--- src/rtl/pipe_stage.sv ---
`default_nettype none
// ============================================================================
// Module      : pipe_stage
// Description : Two-entry (main + skid) pipeline register with registered
//               in_ready, flush, and a saturating backpressure counter.
// Revision    : 1.0 - initial release
// ============================================================================
module pipe_stage #(
    parameter int IW = 32,
    parameter int N  = 64,
    parameter int CW = 16
) (
    input  logic          clk,
    input  logic          reset,
    input  logic          in_valid,
    output logic          in_ready,
    input  logic [IW-1:0] in_instr,
    input  logic [N-1:0]  in_pc,
    output logic          out_valid,
    input  logic          out_ready,
    output logic [IW-1:0] out_instr,
    output logic [N-1:0]  out_pc,
    input  logic          flush,
    output logic [CW-1:0] stall_cnt
);

    typedef enum logic [1:0] {
        ST_EMPTY = 2'd0,
        ST_BUSY  = 2'd1,
        ST_FULL  = 2'd2
    } state_t;

    localparam logic [CW-1:0] c_STALL_MAX = {CW{1'b1}};
    localparam logic [CW-1:0] c_STALL_ONE = {{(CW-1){1'b0}}, 1'b1};

    state_t        state_q, state_d;
    logic [IW-1:0] main_instr_q, main_instr_d;
    logic [N-1:0]  main_pc_q, main_pc_d;
    logic [IW-1:0] skid_instr_q, skid_instr_d;
    logic [N-1:0]  skid_pc_q, skid_pc_d;
    logic          in_ready_q, in_ready_d;
    logic [CW-1:0] stall_cnt_q, stall_cnt_d;

    logic w_out_valid;
    logic w_in_fire;
    logic w_out_fire;

    assign w_out_valid = (state_q != ST_EMPTY);
    assign w_in_fire   = in_valid & in_ready_q;
    assign w_out_fire  = w_out_valid & out_ready;

    always_comb begin
        state_d      = state_q;
        main_instr_d = main_instr_q;
        main_pc_d    = main_pc_q;
        skid_instr_d = skid_instr_q;
        skid_pc_d    = skid_pc_q;

        case (state_q)
            ST_EMPTY: begin
                if (w_in_fire) begin
                    main_instr_d = in_instr;
                    main_pc_d    = in_pc;
                    state_d      = ST_BUSY;
                end
            end
            ST_BUSY: begin
                if (w_in_fire && w_out_fire) begin
                    main_instr_d = in_instr;
                    main_pc_d    = in_pc;
                end else if (w_in_fire) begin
                    skid_instr_d = in_instr;
                    skid_pc_d    = in_pc;
                    state_d      = ST_FULL;
                end else if (w_out_fire) begin
                    state_d      = ST_EMPTY;
                end
            end
            ST_FULL: begin
                if (w_out_fire) begin
                    main_instr_d = skid_instr_q;
                    main_pc_d    = skid_pc_q;
                    state_d      = ST_BUSY;
                end
            end
            default: begin
                state_d = ST_EMPTY;
            end
        endcase

        // Flush overrides everything, including a same-cycle accept.
        if (flush) begin
            state_d      = ST_EMPTY;
            main_instr_d = '0;
            main_pc_d    = '0;
            skid_instr_d = '0;
            skid_pc_d    = '0;
        end
    end

    // Ready is computed from the next state so it is a clean register output.
    assign in_ready_d = (state_d != ST_FULL);

    always_comb begin
        stall_cnt_d = stall_cnt_q;
        if (w_out_valid && !out_ready && (stall_cnt_q != c_STALL_MAX)) begin
            stall_cnt_d = stall_cnt_q + c_STALL_ONE;
        end
    end

    always_ff @(posedge clk or posedge reset) begin
        if (reset) begin
            state_q      <= ST_EMPTY;
            main_instr_q <= '0;
            main_pc_q    <= '0;
            skid_instr_q <= '0;
            skid_pc_q    <= '0;
            in_ready_q   <= 1'b1;
            stall_cnt_q  <= '0;
        end else begin
            state_q      <= state_d;
            main_instr_q <= main_instr_d;
            main_pc_q    <= main_pc_d;
            skid_instr_q <= skid_instr_d;
            skid_pc_q    <= skid_pc_d;
            in_ready_q   <= in_ready_d;
            stall_cnt_q  <= stall_cnt_d;
        end
    end

    assign in_ready  = in_ready_q;
    assign out_valid = w_out_valid;
    assign out_instr = main_instr_q;
    assign out_pc    = main_pc_q;
    assign stall_cnt = stall_cnt_q;

endmodule
`default_nettype wire

--- config.mk ---
export PLATFORM = sky130hd
export DESIGN_NAME = pipe_stage
export DESIGN_NICKNAME = d
export VERILOG_FILES = /design/src/rtl/pipe_stage.sv
export SDC_FILE = /design/constraint.sdc
export NUM_CORES = 1
export LEC_CHECK = 0
export BUFFER_PORTS_ARGS = -buffer_cell sky130_fd_sc_hd__buf_4
export CAP_MARGIN = 15
export CORE_MARGIN = 4
export CORE_UTILIZATION = 40
export DETAILED_ROUTE_END_ITERATION = 8
export PLACE_DENSITY_LB_ADDON = 0.3
export REMOVE_ABC_BUFFERS = 1
export SETUP_SLACK_MARGIN = 0.15
export SYNTH_ARGS = -nofsm -noshare
export SYNTH_HDL_FRONTEND = slang
export SYNTH_SLANG_ARGS = --single-unit
--- constraint.sdc ---
create_clock -name clk -period 8.37 [get_ports clk]
set_clock_uncertainty 0.15 [all_clocks]
set_input_delay 1.674 -clock clk [delete_from_list [all_inputs] [get_ports clk]]
set_output_delay 1.674 -clock clk [all_outputs]
set_load 0.01 [all_outputs]
## Word-level counts from Yosys, hierarchy flattened

Cells that the tools add are included.

- Register bits: 211
- Input bits: 101
- Word-level logic and storage cells: 52

- Add/sub/neg operators: 1
- Equal/unequal tests: 8
- Muxes and demuxes: 23
- Bitwise logic cells: 2
- Reduce and logical (&&, ||, !) cells: 11

Operators by type and width:

| cell | number |
|---|---|
| $mux 64 | 7 |
| $mux 32 | 7 |
| $pmux 64 s3 | 1 |
| $pmux 32 s3 | 1 |
| $add 16x1->16 const B | 1 |
| $ne 16x16->1 const B | 1 |
| $mux 2 | 6 |
| $ne 3x3->1 const B | 3 |
| $pmux 2 s3 | 1 |
| $reduce_bool 2->1 | 3 |
| $ne 2x2->1 const B | 2 |
| $reduce_and 4->1 | 1 |
| $reduce_bool 4->1 | 1 |
| $logic_and 1x1->1 | 3 |
| $reduce_and 3->1 | 1 |
| $and 1x1->1 | 2 |
| $eq 2x1->1 const B | 1 |
| $eq 2x2->1 const B | 1 |
| $logic_not 2->1 | 1 |
| $logic_not 1->1 | 1 |

## Longest topological paths before layout

- Depth after elaboration: 8
- Gate-level depth with buffers: 8

## Least setup slack after synthesis

OpenSTA, ideal clock, no wires.

- Path type: input-to-reg
- Start point: in out_ready
- End point: reg skid_instr_q[0]
- Library setup time: 136 ps
- Arrival time: 2,826 ps
- Setup slack: 5,257 ps
- Stages on the path: 7
- Path buffers: 4
- Path through: buf_2 -> or4b_1 -> buf_2 -> buf_6 -> buf_6 -> nand2_1 -> a21oi_1

- Word-level cells in the longest chain between the ends: 4

RTL lines:

| element | RTL line | source |
|---|---|---|
| from (decl) | 20 | `input logic out_ready,` |
| $and 1x1->1 | 50 | `assign w_out_fire = w_out_valid & out_ready;` |
| $logic_and 1x1->1 | 68 | `if (w_in_fire && w_out_fire) begin` |
| $ne 2x2->1 (no line) | -- |  |
| $reduce_and 3->1 (no line) | -- |  |
| to (signal assigned) | 124 | `skid_instr_q <= skid_instr_d;` |
| to (decl) | 39 | `logic [IW-1:0] skid_instr_q, skid_instr_d;` |

No other way between the ends.
A chain may end at the register's enable or synchronous reset.

## Worst setup path after layout

- Start point: reg state_q[1]
- End point: out out_valid

- Word-level cells in the longest chain between the ends: 1

RTL lines:

| element | RTL line | source |
|---|---|---|
| from (decl) | 36 | `state_t state_q, state_d;` |
| from (signal assigned) | 121 | `state_q <= state_d;` |
| $reduce_bool 2->1 | 48 | `assign w_out_valid = (state_q != ST_EMPTY);` |
| to (decl) | 19 | `output logic out_valid,` |

No other way between the ends.

==> metrics.txt <==
dpl hpwl=14,630 um; Core Rows=57; deepest clock path buffer count=3; R2R setup slack=5.17 ns; Tot Pwr=0.002579 W; First-pass DRT Iterations=5; initial core utilization=40.71%; WL met2=10,840 um; via/cell ratio=5.110; Setup CP Type=register to primary output; Core Area=0.02432 mm2; CTS resizes=0; Mapped Area=0.009899 mm2; top sig layer=met4; Inserted Diodes=0; DR WL met3=1629 um; pin count of the biggest net entering global routing=185; Final WS setup=5.038 ns; Port Buffers=214; CTS buffer count=24; worst-case reg-to-reg path depth=5; worst rel slew slack=32.15%; Synth area leaders=dfrtp_1 (53%), a211oi_2 (10%), mux2i_1 (9.7%), nand2_1 (7.7%), a21oi_1 (4.9%); Post-CTS Setup Bufs=0; WL met1=11,060 um; Synth top area share=53.08%; RSZ-0062 raised after global routing=no; R2R Path End=out_pc[32]$_DFFE_PP0P_; chip width=165.3 um; min cycle time layout=3.332 ns; Leak=6.159 nW; Max-Cap Viols=0; Reg2Reg Launch Point=state_q[1]$_DFF_PP0_; Placement Setup Slack=4.541 ns; vias in the first global route=7,272; Synth cell types=40; Min-Delay Endpoint=stall_cnt[5]$_DFFE_PP0P_; #FFs+latches synth=211; Clock Pin Slew Worst Setup and Hold Paths=0.06 ns; status=finished clean; H-tree depth=1; global-route wire length before repair=38,250 um; drt drc=0; drt wl/cell=16.46 um; Max rail drop VDD=123.3 uV; Detail Route Antenna Nets=0; final hold violation count=0; fmax=0.3001 GHz; final WL=23,820 um; # setup viols final=0; CTS tree=built; Hold Buf Count CTS=0; GR Util All Layers=16.92%; Clock Root Buffer=clkbuf_16; final period utilization=39.81%; HP Class=register to register; worst slew pin tran=1.018 ns; initial antenna violation count=0; post-route cell area=0.01233 mm2; GP Congestion=0.7969; Worst EP arrival=1.51 ns; Syn. warnings=0; Crit. End Element=primary output; GRT Residual Overflow=0; CTS sink cnt=211; Hold Startpoint=stall_cnt[5]$_DFFE_PP0P_; io pins=215; area grow syn2layout=24.53%; Vias=7,394; die height=165.3 um; Skew-Pair Late Insertion Delay=0.50 ns; share of layout cells above drive strength 1=30.72%; DIE AREA=0.02733 mm2; initial DRC count=567; CP Launch Type=register; Final nets=1,212; Final Util=50.69%; Critical Path RT=6.55 ns; pwr dens=209.2 mW/mm2; Crit Path Max Fanout=9; cells after synthesis=940; sequential element share of the synthesized area=53.35%; Final Max Tran Viols=0; hold depth=1; area post-placement=0.01158 mm2; Avg Inst Size Synth=10.53 um2; Synth area leader=dfrtp_1
## how the worst max path moves through the flow
stage | from | endpoint | slack, ns
finish | state_q[1]$_DFF_PP0_ | out_valid | 5.04
global route | out_ready | out_pc[32]$_DFFE_PP0P_ | 4.92
CTS | state_q[1]$_DFF_PP0_ | out_valid | 5.01
detailed placement | flush | skid_pc_q[19]$_DFFE_PP0P_ | 4.54
global placement | flush | skid_pc_q[19]$_DFFE_PP0P_ | 4.58
floorplan | state_q[0]$_DFF_PP0_ | out_instr[0]$_DFFE_PP0P_ | -1.62
## Yosys cell counts, drive strengths merged
cell type  number
xnor2           1
clkbuf         32
nor3            9
a21oi          97
buf            45
o21bai          1
o2111ai         1
o21ai           1
a211o           1
or2             1
o221ai          1
dfrtp         210
o21ba           1
nand2         203
nor2          100
nor4            2
a21o            1
o211ai          1
and2            1
xor2           13
nand4b          1
ha              1
nor4b           3
nand3           8
and4            2
or4b            1
inv             3
a211oi         97
mux2i          96
mux2            2
dfstp           1
nand4           2
nand2b          1
## routing by layer
metal / GRT usage [%] / vias to the layer above
met3: 3.723 / 24
met4: 3.225 / 0
met2: 26.61 / 193
li1: - / 3569
met1: 24.34 / 3608
met5: 0 / -
## power breakdown
group	switching, W	internal, W
Combinational	0.000237	0.000193
Clock	0.000392	0.000607
Sequential	0.0000558	0.00109
## logic make-up after synthesis
logic type      after synthesis  synth area share, %
fa+ha+maj                     1               0.1264
mux                          98                9.934
flops                       211                53.35
simple gates                334                13.81
compound gates              202                17.01
buf+inv                      80                4.525
xor+xnor                     14                1.239
## final cells by class
type / instances / area, um2
inverter: 3 / 18.77
sequential: 211 / 5281
tap: 324 / 405.4
clock inverter: 4 / 48.80
fill: 2212 / 11990
multi-input combinational: 649 / 4193
timing repair buffer: 221 / 1678
clock buffer: 35 / 703.2
## sequential cells by signal, indices dropped and copies added, names as in the netlist
signal / cells
out_pc: 64
state_q: 2
in_ready: 1
skid_pc_q: 64
out_instr: 32
skid_instr_q: 32
stall_cnt: 16
## critical path, cell delays in order (launching register included)
cell     delay [ns]
dfrtp_1        0.50
or2_1          0.34
buf_4          0.18
## cells in the final DEF, fill, tap and decap left out, types with 9 or more instances in the layout
| cell type | instances |
|---|---|
| a211oi_1 | 17 |
| a211oi_2 | 80 |
| a21oi_1 | 97 |
| buf_4 | 219 |
| clkbuf_16 | 25 |
| dfrtp_1 | 210 |
| mux2i_1 | 96 |
| nand2_1 | 202 |
| nor2_1 | 100 |
| nor3_1 | 9 |
| xor2_1 | 13 |
## stage by stage
step,hold WS [ns],instances,setup TNS (ns)
after global routing,0.3432,1447,0
after global placement,0.3339,1408,0
after detailed placement,0.3276,1408,0
final,0.3304,1447,0
after floorplan,0.3445,863,-153.63
after CTS,0.3350,1447,0
No activity file was read; power rests on OpenSTA's default activity.
